[config.mk]
export PLATFORM = sky130hd
export DESIGN_NAME = spi_ram_stream_writer
export DESIGN_NICKNAME = d
export VERILOG_FILES = /design/src/rtl/spi_ram_stream_writer.sv
export SDC_FILE = /design/constraint.sdc
export NUM_CORES = 1
export LEC_CHECK = 0
export CORE_MARGIN = 2
export CORE_UTILIZATION = 45
export DETAILED_ROUTE_END_ITERATION = 12
export HOLD_SLACK_MARGIN = 0.02
export PLACE_DENSITY = 0.68
export SLEW_MARGIN = 20
export SYNTH_ARGS = -nofsm -noshare
export SYNTH_HDL_FRONTEND = slang
export SYNTH_SLANG_ARGS = --single-unit
[constraint.sdc]
create_clock -name clk -period 6.8 [get_ports clk]
set_input_delay 1.36 -clock clk [delete_from_list [all_inputs] [get_ports clk]]
set_output_delay 1.36 -clock clk [all_outputs]
set_load 0.02 [all_outputs]
[src/rtl/spi_ram_stream_writer.sv]
// rtl/spi_ram_stream_writer.sv - byte stream to 32-bit RAM write initiator
//
// Purpose:
//   Drains a byte stream (SPI receive path) into a 32-bit single-port RAM.
//   Bytes are packed little-endian into words, and each word is issued as one
//   Avalon-MM write with a matching byteenable. A start/base/length
//   descriptor programs each transfer. The module reports busy, a one-cycle
//   done pulse, sticky overflow and a committed byte count.
//
// Optional build macro:
//   SPI_RAM_WRITER_WRAP_EN - when this macro is defined, a write to word
//   DEPTH-1 with bytes still remaining wraps the word address back to
//   base_addr. This turns [base_addr, DEPTH-1] into a circular buffer, and
//   overflow is never set.
//
// Ports:
//   clk, reset_n      system clock, asynchronous active-low reset
//   start             descriptor strobe (IDLE only)
//   base_addr         first word address, sampled on start
//   byte_count        bytes to transfer, sampled on start
//   abort             cancels a running transfer
//   in_data/in_valid/in_ready  byte stream
//   ram_address, ram_chipselect, ram_write, ram_byteenable, ram_writedata
//                     RAM s2 write port (fixed latency, no waitrequest)
//   busy              high while running
//   done              one-cycle completion pulse
//   overflow          sticky: RAM end reached with bytes remaining
//   bytes_written     bytes committed to RAM in the current/last transfer

module spi_ram_stream_writer #(
  parameter int ADDR_W  = 15,
  parameter int DEPTH   = 20480,
  parameter int COUNT_W = 17
) (
  input  logic               clk,
  input  logic               reset_n,
  input  logic               start,
  input  logic [ADDR_W-1:0]  base_addr,
  input  logic [COUNT_W-1:0] byte_count,
  input  logic               abort,
  input  logic [7:0]         in_data,
  input  logic               in_valid,
  output logic               in_ready,
  output logic [ADDR_W-1:0]  ram_address,
  output logic               ram_chipselect,
  output logic               ram_write,
  output logic [3:0]         ram_byteenable,
  output logic [31:0]        ram_writedata,
  output logic               busy,
  output logic               done,
  output logic               overflow,
  output logic [COUNT_W-1:0] bytes_written
);

  typedef enum logic [1:0] {
    S_IDLE = 2'd0,
    S_RUN  = 2'd1,
    S_DONE = 2'd2
  } state_t;

  state_t r_state;
  state_t w_next;

  logic [ADDR_W-1:0]  r_word_addr;
  logic [COUNT_W-1:0] r_remaining;
  logic [1:0]         r_lane;
  logic [31:0]        r_acc_data;
  logic [3:0]         r_acc_be;
  logic [ADDR_W-1:0]  r_addr;
  logic [31:0]        r_wdata;
  logic [3:0]         r_be;
  logic               r_write;
  logic               r_done;
  logic               r_overflow;
  logic [COUNT_W-1:0] r_bytes_written;
`ifdef SPI_RAM_WRITER_WRAP_EN
  logic [ADDR_W-1:0]  r_base;
`endif

  logic               w_start_go;
  logic               w_zero_start;
  logic               w_accept;
  logic               w_last;
  logic               w_flush;
  logic               w_at_end;
  logic               w_end_hit;
  logic [ADDR_W-1:0]  w_next_addr;
  logic [31:0]        w_packed;
  logic [3:0]         w_be;
  logic [2:0]         w_pop;

  assign w_start_go   = (r_state == S_IDLE) && start && (byte_count != '0);
  assign w_zero_start = (r_state == S_IDLE) && start && (byte_count == '0);
  assign w_accept     = (r_state == S_RUN) && in_valid;
  assign w_last       = (r_remaining == COUNT_W'(1));
  // Abort wins over a same-cycle flush, so that byte is never written.
  assign w_flush      = w_accept && !abort && ((r_lane == 2'd3) || w_last);
  assign w_at_end     = (r_word_addr == ADDR_W'(DEPTH - 1));

  // Merge the incoming byte into the partial word so that a full word can be
  // registered in the same cycle that its last byte arrives.
  assign w_packed = r_acc_data | ({24'd0, in_data} << {r_lane, 3'b000});
  assign w_be     = r_acc_be | (4'b0001 << r_lane);
  assign w_pop    = 3'(r_be[0]) + 3'(r_be[1]) + 3'(r_be[2]) + 3'(r_be[3]);

`ifdef SPI_RAM_WRITER_WRAP_EN
  assign w_end_hit   = 1'b0;
  assign w_next_addr = w_at_end ? r_base : r_word_addr + ADDR_W'(1);
`else
  assign w_end_hit   = w_flush && w_at_end && !w_last;
  assign w_next_addr = r_word_addr + ADDR_W'(1);
`endif

  always_ff @(posedge clk or negedge reset_n) begin
    if (!reset_n) begin
      r_state <= S_IDLE;
    end else begin
      r_state <= w_next;
    end
  end

  always_comb begin
    w_next   = r_state;
    busy     = 1'b0;
    in_ready = 1'b0;
    case (r_state)
      S_IDLE: begin
        if (w_start_go) w_next = S_RUN;
      end
      S_RUN: begin
        busy     = 1'b1;
        in_ready = 1'b1;
        if (abort) begin
          w_next = S_IDLE;
        end else if (w_flush && (w_last || w_end_hit)) begin
          w_next = S_DONE;
        end
      end
      S_DONE: begin
        w_next = S_IDLE;
      end
      default: begin
        w_next = S_IDLE;
      end
    endcase
  end

  always_ff @(posedge clk or negedge reset_n) begin
    if (!reset_n) begin
      r_word_addr     <= '0;
      r_remaining     <= '0;
      r_lane          <= '0;
      r_acc_data      <= '0;
      r_acc_be        <= '0;
      r_addr          <= '0;
      r_wdata         <= '0;
      r_be            <= '0;
      r_write         <= 1'b0;
      r_done          <= 1'b0;
      r_overflow      <= 1'b0;
      r_bytes_written <= '0;
`ifdef SPI_RAM_WRITER_WRAP_EN
      r_base          <= '0;
`endif
    end else begin
      r_write <= 1'b0;
      r_done  <= 1'b0;

      if (r_write) r_bytes_written <= r_bytes_written + COUNT_W'(w_pop);

      if (w_start_go) begin
        r_word_addr     <= base_addr;
        r_remaining     <= byte_count;
        r_lane          <= '0;
        r_acc_data      <= '0;
        r_acc_be        <= '0;
        r_overflow      <= 1'b0;
        r_bytes_written <= '0;
`ifdef SPI_RAM_WRITER_WRAP_EN
        r_base          <= base_addr;
`endif
      end

      if (w_zero_start || (r_state == S_DONE)) r_done <= 1'b1;

      if (r_state == S_RUN) begin
        if (abort) begin
          r_lane     <= '0;
          r_acc_data <= '0;
          r_acc_be   <= '0;
        end else if (w_accept) begin
          r_remaining <= r_remaining - COUNT_W'(1);
          r_lane      <= r_lane + 2'd1;
          if (w_flush) begin
            r_write     <= 1'b1;
            r_addr      <= r_word_addr;
            r_wdata     <= w_packed;
            r_be        <= w_be;
            r_acc_data  <= '0;
            r_acc_be    <= '0;
            r_word_addr <= w_next_addr;
            if (w_end_hit) r_overflow <= 1'b1;
          end else begin
            r_acc_data <= w_packed;
            r_acc_be   <= w_be;
          end
        end
      end
    end
  end

  assign ram_address    = r_addr;
  assign ram_chipselect = r_write;
  assign ram_write      = r_write;
  assign ram_byteenable = r_be;
  assign ram_writedata  = r_wdata;
  assign done           = r_done;
  assign overflow       = r_overflow;
  assign bytes_written  = r_bytes_written;

endmodule
==> impl_metrics.yaml <==
yosys:
  netlist_area_um2: 6693
  ys_types: 61
  synth_top_flop_cell: "dfrtp_1"
  yosysSeqAreaShare_pct: 53.47
  syn_avg_cell_area_um2: 9.945
  async_flop_share_pct: 100.0
  yosysMostFrequentCell: "dfrtp_1"
  synth_common_cells: "dfrtp_1 (143), nand2_1 (111), o21ai_0 (51)"
  synth_top_area_share_pct: 53.47
  synth-warning-count: 0
  yosys-top-cells-area: "dfrtp_1 (53%), nand2_1 (6.2%), o2bb2ai_1 (4.2%), o21ai_0 (3.8%), a21oi_1 (3.7%)"
  syn_nets: 729
  synthCells: 673
  ys_seq_elements: 143
  synth.largest_area_cell: "dfrtp_1"
  synth_edf_count: 0
critical_path:
  arrival_ns: 4.44
  r2r-start: "r_state[1]$_DFFE_PN0P_"
  cp_max_fo: 100
  cp_data_required_time_ns: 7.15
  cpPeakStageDelay_ns: 0.71
  r2r-end: "r_acc_data[30]$_DFF_PN0_"
  end_kind: "flip-flop"
  slowest_stage: "buf_4"
  critPathLaunchType: "input pin"
  worst-r2r-setup-slack_ns: 3.78
  path_cells: "clkdlybuf4s50_1, and4bb_1, and2_1, a21oi_4, buf_4, nand3_1, a2bb2o_1"
  path_class: "in -> reg"
  r2r.worst_path.cells: 6
route:
  vias: 5519
  post-route-drc-count: 0
  viasPerCell: 5.666
  drt-initial-drc-count: 441
  firstDrtPassIters: 4
  drt-total-wl_mm: 17.11
  wl_per_cell_um: 17.57
  antenna_left: 0
clock_network:
  cts_tree: "done"
  clk_pin_slew_ns: 0.06
  cts_hold_buffers: 0
  clock-sinks: 143
  cts-resized-gates: 0
  h-tree-depth: 4
  numCtsBuffers: 17
  post_cts_buffers: 0
  cts_root_buf: "clkbuf_16"
  clock_latency_ns: 0.42
  cts_buffer_depth: 2
power_and_ir_drop:
  total_power_mw: 2.355
  p_leak_nw: 3.640
  worst_ir_drop_vdd_uv: 197.3
  powerDensity_nw_per_um2: 277.2
global_routing:
  grt_usage_pct: 22.04
  grt_pass1_wl_mm: 27.78
  antenna_found_initial: 0
  grt_pass1_vias: 5457
  grt_max_degree: 101
  grt-ovfl-total: 0
timing:
  skew_ns: 0.009353
  fmax_mhz: 244.8
  slew_headroom_pct: 39.35
  hold_ws_ns: 0.4789
  rsz0062_at_grt: "no"
  setup_violations: 0
  worst_slack_ns: 2.715
  hold_viol: 0
  min_period_ns: 4.085
  worst-slew-pin-transition_ns: 0.9098
  final.setup.tns_ns: 0
  period_share_pct: 60.07
  slew_viol_final: 0
placement:
  hpwl_mm: 11.61
  gp_congestion: 0.8697
  io_buffers: 118
  pre_cts_ws_ns: 2.267
layout:
  nets: 833
  n_antenna_cell: 0
  drive_gt1_share_pct: 7.089
  fill_cells: 1230
  register_area_um2: 3578
  multi_input_area_um2: 2818
  post-route-util_pct: 58.47
  syn_to_final_growth_pct: 26.98
die:
  core_area_um2: 14530
  dieWidth_um: 126.0
  die-area_um2: 15860
  rows: 44
  die_h_um: 126.0
  ios: 119
  initial_utilization_pct: 46.05
run_status:
  outcome: "finished, final reports clean"
hold_path:
  min_from: "ram_address[9]$_DFFE_PN0P_"
  hold_path_depth: 2
  min_to: "ram_address[9]$_DFFE_PN0P_"
  hold_path_class: "reg -> reg"
job:
  drv_cap: 0
-- worst max path at each step --
stage | from | end | slack (ns) | cells after the start
after floorplan | abort | r_word_addr[8]$_DFF_PN0_ | 3.94 | 8
after global placement | abort | r_acc_data[30]$_DFF_PN0_ | 2.39 | 7
after detailed placement | abort | r_acc_data[30]$_DFF_PN0_ | 2.27 | 7
after CTS | abort | r_acc_data[30]$_DFF_PN0_ | 2.71 | 7
after global routing | abort | r_acc_data[20]$_DFF_PN0_ | 2.50 | 7
final | abort | r_acc_data[30]$_DFF_PN0_ | 2.72 | 7
-- registers in the layout (all words and copies together), names as in the netlist --
register        count
r_state             2
r_remaining        17
r_lane              2
ram_address        15
ram_writedata      32
ram_chipselect      1
done                1
overflow            1
ram_byteenable      4
r_acc_data         32
r_word_addr        15
bytes_written      17
r_acc_be            4
-- per-stage QoR --
| stage | cell area [um^2] | cells |
|---|---|---|
| global placement | 7930 | 942 |
| global route | 8498 | 974 |
| CTS | 8497 | 974 |
| detailed placement | 7930 | 942 |
| floorplan | 6693 | 673 |
| finish | 8498 | 974 |
-- cell families (layout without fill, tap and decap cells) --
| family | count (synthesis) | after routing | share of synthesized area (%) |
|---|---|---|---|
| AOI/OAI and AO/OA | 181 | 181 | 18.28 |
| xor gates and xnor gates | 14 | 14 | 1.832 |
| adders and majority gates | 11 | 11 | 2.393 |
| buffers and inverters | 61 | 178 | 4.505 |
| DFF | 143 | 143 | 53.47 |
| muxes | 17 | 17 | 2.711 |
| and+or+nand+nor | 246 | 246 | 16.81 |
-- metal layers --
layer / share of wire [%] / vias to the layer above / global-route usage, %
met1: 45 / 2719 / 28.85
met4: 1.2 / 0 / 6.593
met3: 5.0 / 20 / 5.777
li1: - / 2610 / -
met2: 49 / 170 / 36.27
met5: 0 / - / 0
-- power breakdown --
group | leakage, nW | switching [mW] | total, mW | internal (mW)
clock network | 0.274 | 0.352 | 0.900 | 0.549
logic | 1.48 | 0.244 | 0.424 | 0.180
registers | 1.89 | 0.0857 | 1.03 | 0.945
total | 3.64 | 0.682 | 2.36 | 1.67
-- critical path: cells and delay by family --
kind / cells / cell delay, ns
AO/OA/AOI/OAI: 2 / 0.53
buffers and inverters: 2 / 1.22
AND/OR/NAND/NOR: 3 / 1.31
-- cell usage in the layout, fill, tap and decap left out, types with 5 or more instances in the layout --
| cell | count |
|---|---|
| dfrtp_1 | 143 |
| clkdlybuf4s50_1 | 117 |
| nand2_1 | 111 |
| o21ai_0 | 51 |
| a21oi_1 | 49 |
| nor2_1 | 48 |
| o2bb2ai_1 | 32 |
| nand3_1 | 27 |
| inv_1 | 23 |
| clkbuf_16 | 17 |
| o221a_2 | 12 |
| and3_1 | 11 |
| mux2i_1 | 11 |
| nor3_1 | 10 |
| xor2_1 | 9 |
| nand4_1 | 9 |
| ha_1 | 8 |
| a211oi_1 | 6 |
| and2_1 | 6 |
| xnor2_1 | 5 |
| nor4_1 | 5 |
| o32ai_1 | 5 |
-- area by class of cell --
| class | count | share of cell area, % |
|---|---|---|
| well taps | 184 | 2.709 |
| inverters | 24 | 1.090 |
| repair buffers | 122 | 14.27 |
| clock buffers | 22 | 5.345 |
| clock inverters | 10 | 1.325 |
| flip-flops and latches | 143 | 42.11 |
| multi-input cells | 469 | 33.16 |
Power figures use the tool's default switching activity.
